--- config.mk ---
export PLATFORM = sky130hd
export DESIGN_NAME = imem_loader_flat
export DESIGN_NICKNAME = d
export VERILOG_FILES = /design/src/rtl/imem_loader_pkg.sv /design/src/rtl/imem_loader_if.sv /design/src/rtl/imem_loader.sv /design/src/flat_wrapper.sv
export SDC_FILE = /design/constraint.sdc
export NUM_CORES = 1
export LEC_CHECK = 0
export ABC_AREA = 1
export CORE_MARGIN = 10
export CORE_UTILIZATION = 25
export CTS_BUF_LIST = sky130_fd_sc_hd__clkbuf_4 sky130_fd_sc_hd__clkbuf_8
export CTS_CLUSTER_DIAMETER = 50
export DETAILED_ROUTE_END_ITERATION = 8
export PLACE_DENSITY = 0.45
export SETUP_SLACK_MARGIN = 0.2
export SLEW_MARGIN = 20
export SYNTH_ARGS = -nofsm -noshare
export SYNTH_HDL_FRONTEND = slang
export SYNTH_SLANG_ARGS = --single-unit
--- constraint.sdc ---
create_clock -name clk -period 3.2 [get_ports clk]
set_clock_uncertainty 0.1 [all_clocks]
set_input_delay 0.64 -clock clk [delete_from_list [all_inputs] [get_ports clk]]
set_output_delay 0.64 -clock clk [all_outputs]
set_load 0.05 [all_outputs]
--- src/rtl/imem_loader_pkg.sv ---
// rtl/imem_loader_pkg.sv - shared widths and FSM encoding for the loader and instruction memory
package imem_loader_pkg;

  localparam int DEF_BITS        = 8;
  localparam int DEF_MEMORY_BITS = 8;
  localparam int DEF_MEMORY_SIZE = 256;

  typedef enum logic [2:0] {
    IDLE  = 3'd0,
    LEN   = 3'd1,
    DATA  = 3'd2,
    CHECK = 3'd3,
    DONE  = 3'd4,
    ERR   = 3'd5
  } state_t;

  function automatic logic is_loading(state_t s);
    return (s == LEN) || (s == DATA) || (s == CHECK);
  endfunction

endpackage

--- src/rtl/imem_loader_if.sv ---
// rtl/imem_loader_if.sv - byte stream input and memory write port of the loader
interface imem_loader_if
  import imem_loader_pkg::*;
#(
  parameter int BITS        = DEF_BITS,
  parameter int MEMORY_BITS = DEF_MEMORY_BITS
);

  logic                   in_valid;
  logic [BITS-1:0]        in_data;
  logic                   in_ready;
  logic                   we;
  logic [MEMORY_BITS-1:0] waddr;
  logic [BITS-1:0]        wdata;

  modport master (
    input  in_valid, in_data,
    output in_ready, we, waddr, wdata
  );

  modport slave (
    output in_valid, in_data,
    input  in_ready, we, waddr, wdata
  );

endinterface

--- src/rtl/imem_loader.sv ---
// rtl/imem_loader.sv - loads a length-prefixed, XOR-checksummed image into instruction memory
module imem_loader
  import imem_loader_pkg::*;
#(
  parameter int BITS        = DEF_BITS,
  parameter int MEMORY_BITS = DEF_MEMORY_BITS,
  parameter int MEMORY_SIZE = DEF_MEMORY_SIZE
) (
  input  logic         clk,
  input  logic         reset,
  input  logic         start,
  imem_loader_if.master bus,
  output logic         cpu_hold,
  output logic         done,
  output logic         error
);

  if (MEMORY_SIZE > (1 << MEMORY_BITS)) begin : g_size_check
    $error("MEMORY_SIZE exceeds the write address space");
  end

  state_t                 state_q, state_d;
  logic [MEMORY_BITS-1:0] addr_q;
  logic [BITS-1:0]        checksum_q;
  logic [BITS:0]          remaining_q;  // one wider than a byte so L=255 gives 256 words
  logic                   accept;

  assign bus.in_ready = is_loading(state_q);
  assign accept       = bus.in_valid && bus.in_ready;
  assign cpu_hold     = (state_q != IDLE) && (state_q != DONE);
  assign done         = (state_q == DONE);
  assign error        = (state_q == ERR);

  always_ff @(posedge clk) begin
    if (reset) begin
      state_q <= IDLE;
    end else begin
      state_q <= state_d;
    end
  end

  always_comb begin
    state_d = state_q;
    case (state_q)
      IDLE, DONE, ERR: if (start) state_d = LEN;
      LEN:             if (accept) state_d = DATA;
      DATA:            if (accept && remaining_q == (BITS+1)'(1)) state_d = CHECK;
      CHECK:           if (accept) state_d = (bus.in_data == checksum_q) ? DONE : ERR;
      default:         state_d = IDLE;
    endcase
  end

  always_ff @(posedge clk) begin
    if (reset) begin
      addr_q      <= '0;
      checksum_q  <= '0;
      remaining_q <= '0;
      bus.we      <= 1'b0;
      bus.waddr   <= '0;
      bus.wdata   <= '0;
    end else begin
      bus.we <= 1'b0;
      case (state_q)
        IDLE, DONE, ERR: begin
          if (start) begin
            addr_q     <= '0;
            checksum_q <= '0;
          end
        end
        LEN: begin
          if (accept) remaining_q <= {1'b0, bus.in_data} + (BITS+1)'(1);
        end
        DATA: begin
          if (accept) begin
            bus.we      <= 1'b1;
            bus.waddr   <= addr_q;
            bus.wdata   <= bus.in_data;
            checksum_q  <= checksum_q ^ bus.in_data;
            addr_q      <= addr_q + MEMORY_BITS'(1);
            remaining_q <= remaining_q - (BITS+1)'(1);
          end
        end
        default: ;
      endcase
    end
  end

endmodule

--- src/flat_wrapper.sv ---
// flat-port wrapper written by rule: the top's interface ports become plain ports
module imem_loader_flat import imem_loader_pkg::*;
#(
  parameter int BITS        = DEF_BITS,
  parameter int MEMORY_BITS = DEF_MEMORY_BITS,
  parameter int MEMORY_SIZE = DEF_MEMORY_SIZE
)
  (clk, reset, start, cpu_hold, done, error, bus_in_valid, bus_in_data, bus_in_ready, bus_we, bus_waddr, bus_wdata);
  imem_loader_if #(.BITS(BITS), .MEMORY_BITS(MEMORY_BITS)) bus_i ();
  input  logic clk;
  input  logic reset;
  input  logic start;
  output logic cpu_hold;
  output logic done;
  output logic error;
  input wire logic [$bits(bus_i.in_valid)-1:0] bus_in_valid;
  input wire logic [$bits(bus_i.in_data)-1:0] bus_in_data;
  output wire logic [$bits(bus_i.in_ready)-1:0] bus_in_ready;
  output wire logic [$bits(bus_i.we)-1:0] bus_we;
  output wire logic [$bits(bus_i.waddr)-1:0] bus_waddr;
  output wire logic [$bits(bus_i.wdata)-1:0] bus_wdata;
  assign bus_i.in_valid = bus_in_valid;
  assign bus_i.in_data = bus_in_data;
  assign bus_in_ready = bus_i.in_ready;
  assign bus_we = bus_i.we;
  assign bus_waddr = bus_i.waddr;
  assign bus_wdata = bus_i.wdata;
  imem_loader #(.BITS(BITS), .MEMORY_BITS(MEMORY_BITS), .MEMORY_SIZE(MEMORY_SIZE)) u_core (.clk(clk), .reset(reset), .start(start), .bus(bus_i), .cpu_hold(cpu_hold), .done(done), .error(error));
endmodule
==> impl_metrics.ini <==
[synthesis]
synth_nets = 360
synth_ff_type = dfxtp_1
synth_compound_area_share_pct = 19.2
synthCells = 344
synth-edff-count = 0
synth-seq-cells = 45
avgSynthCellArea_um2 = 6.70
synth_cell_types = 26
synth_area_leaders = dfxtp_1, nand2_1, o21ai_0, inv_1, a21oi_1
synth_top_family_by_area = simple AND/OR/NAND/NOR gates
synthMuxAreaShare_pct = 0
synth_warnings = 0
synth-simple-area-share_pct = 27.7
ys_seq_area_share_pct = 39.1
synth_xor_area_share_pct = 1.14
yosysMostFrequentCell = nand2_1
synth_top_area_share_pct = 39.1
yosysTopAreaCell = dfxtp_1
postSynth.asyncResetShare_pct = 0
syn_area_um2 = 2300
synthTopCellsByCount = nand2_1, inv_1, dfxtp_1, o21ai_0, a21oi_1
synth_fa_ha_area_share_pct = 2.17

[setup_path]
endpoint_kind = output port
cp.arrival_ps = 1850
rr_worst_depth = 7
startpoint = u_core.state_q[0]
r2r-end = u_core.bus.waddr[7]
rrSetupSlack_ps = 940
crit_path_end = error
path_max_fanout = 5
setup.worst_path.class = flop to output port
cp.required_ps = 2460
worstReg2RegStart = u_core.state_q[2]
cp-start-kind = flop

[worst_hold_path]
min-delay-path-class = flop to flop

[global_routing]
overflow = 0
grt_use_total_pct = 9.74
antenna_found_initial = 0
grt_pass1_vias = 2094
grt_first_pass_wirelength_um = 10600
grt_max_degree = 32

[power]
p_sw_share_pct = 46.9
power.internal_mw = 1.13
power.density_nw_per_um2 = 756
vdd_drop_max_v = 0.000243
seqPwrFrac_pct = 35.1
power_switching_mw = 0.999
power_frac_comb_pct = 47.5
p_clk_share_pct = 17.4
power.leakage_nw = 1.16

[clock_network]
cts_tree = done
cts_setup_buffers = 0
cts_buffers = 5
clock_path_buffers = 2
cts_hold_buffers = 0
h-tree-depth = 2
numClockSinks = 45
cts_root_buffer = clkbuf_8
clk_latency_ps = 310
cts.repair.resized = 0
path_clk_slew_ps = 90

[sta]
tns_ps = 0
slew_headroom_pct = 50.9
min_period_ps = 2590
fmax_mhz = 386
hold_viol = 0
tightest_slew_ps = 735
period_share_pct = 81.0
rsz0062_at_grt = no
drv_slew = 0
final-setup-viol-count = 0

[drt]
drt_iter0_markers = 125
drcViolationCount = 0
drt_first_pass_iters = 4
routed_wl_um = 6280
vias = 2231
wire_per_inst_um = 13.0
antenna_left = 0
vias_per_cell = 4.61

[final_layout]
drive_gt1_share_pct = 4.79
fin_area_um2 = 2820
synthToLayoutAreaGrowth_pct = 22.4
num_antenna_cells = 0
fin_nets = 391

[floorplan]
fp.dieW_um = 116
dieArea_um2 = 13500
start_util_pct = 26.0
core_um2 = 8850
dieHeight_um = 116
placementRows = 34
top_level_ports = 33

[run_status]
run_status = complete, no violations

[place]
hpwlAfterDp_um = 4780
portBuffers = 32
place_area_um2 = 2730
routabilityCongestion = 0.785

[run]
maxCapViolCount = 0
per-stage QoR:
stage          utilization (%)  worst slack [ps]  total power [mW]  instances  hold WS, ps
2_1_floorplan                -               892              1.51        344          352
3_3_place_gp              30.8               818              1.78        476          370
3_5_place_dp              30.8               759              1.78        476          379
4_1_cts                   31.9               580              2.16        484          394
5_1_grt                   31.9               503              2.32        484          420
6_report                  31.9               607              2.13        484          390
registers in the layout (all words and copies together) (netlist names):
name,flops
u_core.addr_q,8
u_core.bus.waddr,8
u_core.bus.wdata,8
u_core.bus.we,1
u_core.checksum_q,8
u_core.remaining_q,9
u_core.state_q,3
cell type report:
type	instances	area, um^2
Timing Repair Buffer	35	343
Inverter	51	191
Multi-Input combinational cell	237	1160
Clock buffer	5	68.8
Tap cell	108	135
Fill cell	974	6030
Clock inverter	3	22.5
Sequential cell	45	901
kinds of logic after synthesis:
| logic type | after synthesis |
|---|---|
| adders and majority gates | 4 |
| buffers and inverters | 62 |
| AOI/OAI and AO/OA | 82 |
| DFF | 45 |
| and+or+nand+nor | 148 |
| xor gates and xnor gates | 3 |
routing by layer:
metal	vias up	routed length, um	global-route usage, %
li1	1183	-	-
met3	6	316	2.53
met5	-	0	0
met2	41	2690	14.6
met4	0	72	2.75
met1	1001	3200	13.5
worst max-delay path, stage by stage (launching register included):
cell	delay, ps
dfxtp_1	470
inv_2	80
nor3_1	180
clkdlybuf4s50_1	830
how the worst min path moves through the flow:
stage / from / to / slack (ps) / cells past startpoint
final: u_core.addr_q[7] / u_core.addr_q[7] / 390 / 2
after global routing: u_core.addr_q[7] / u_core.addr_q[7] / 420 / 2
after CTS: u_core.addr_q[7] / u_core.addr_q[7] / 390 / 2
after detailed placement: u_core.addr_q[6] / u_core.addr_q[6] / 380 / 2
after global placement: u_core.addr_q[6] / u_core.addr_q[6] / 370 / 2
after floorplan: u_core.state_q[2] / u_core.state_q[2] / 350 / 2
power by group through the flow:
stage | clock, mW | combinational (mW) | sequential [mW]
after global placement | 0 | 1.02 | 0.761
after global routing | 0.411 | 1.15 | 0.763
after CTS | 0.389 | 1.03 | 0.748
after floorplan | 0 | 0.620 | 0.887
after detailed placement | 0 | 1.03 | 0.759
final | 0.371 | 1.01 | 0.747
cells in the final DEF, fill, tap and decap left out:
| master | n |
|---|---|
| buf_4 | 3 |
| nor2_4 | 2 |
| a21oi_4 | 1 |
| a31oi_1 | 2 |
| o21ai_1 | 1 |
| o21ai_2 | 1 |
| clkinv_2 | 1 |
| ha_1 | 4 |
| inv_1 | 50 |
| nand2_1 | 77 |
| clkdlybuf4s50_1 | 32 |
| inv_2 | 1 |
| a21oi_1 | 30 |
| xor2_1 | 3 |
| o21ai_0 | 41 |
| clkbuf_8 | 5 |
| a21boi_0 | 1 |
| nand4_1 | 10 |
| nand2_2 | 2 |
| dfxtp_1 | 45 |
| a211oi_1 | 2 |
| nor3_1 | 4 |
| o211ai_1 | 2 |
| clkinv_4 | 2 |
| nor2_1 | 27 |
| nand3_1 | 26 |
| o31ai_1 | 1 |
Note: power is estimated with default switching activity, not from simulation.
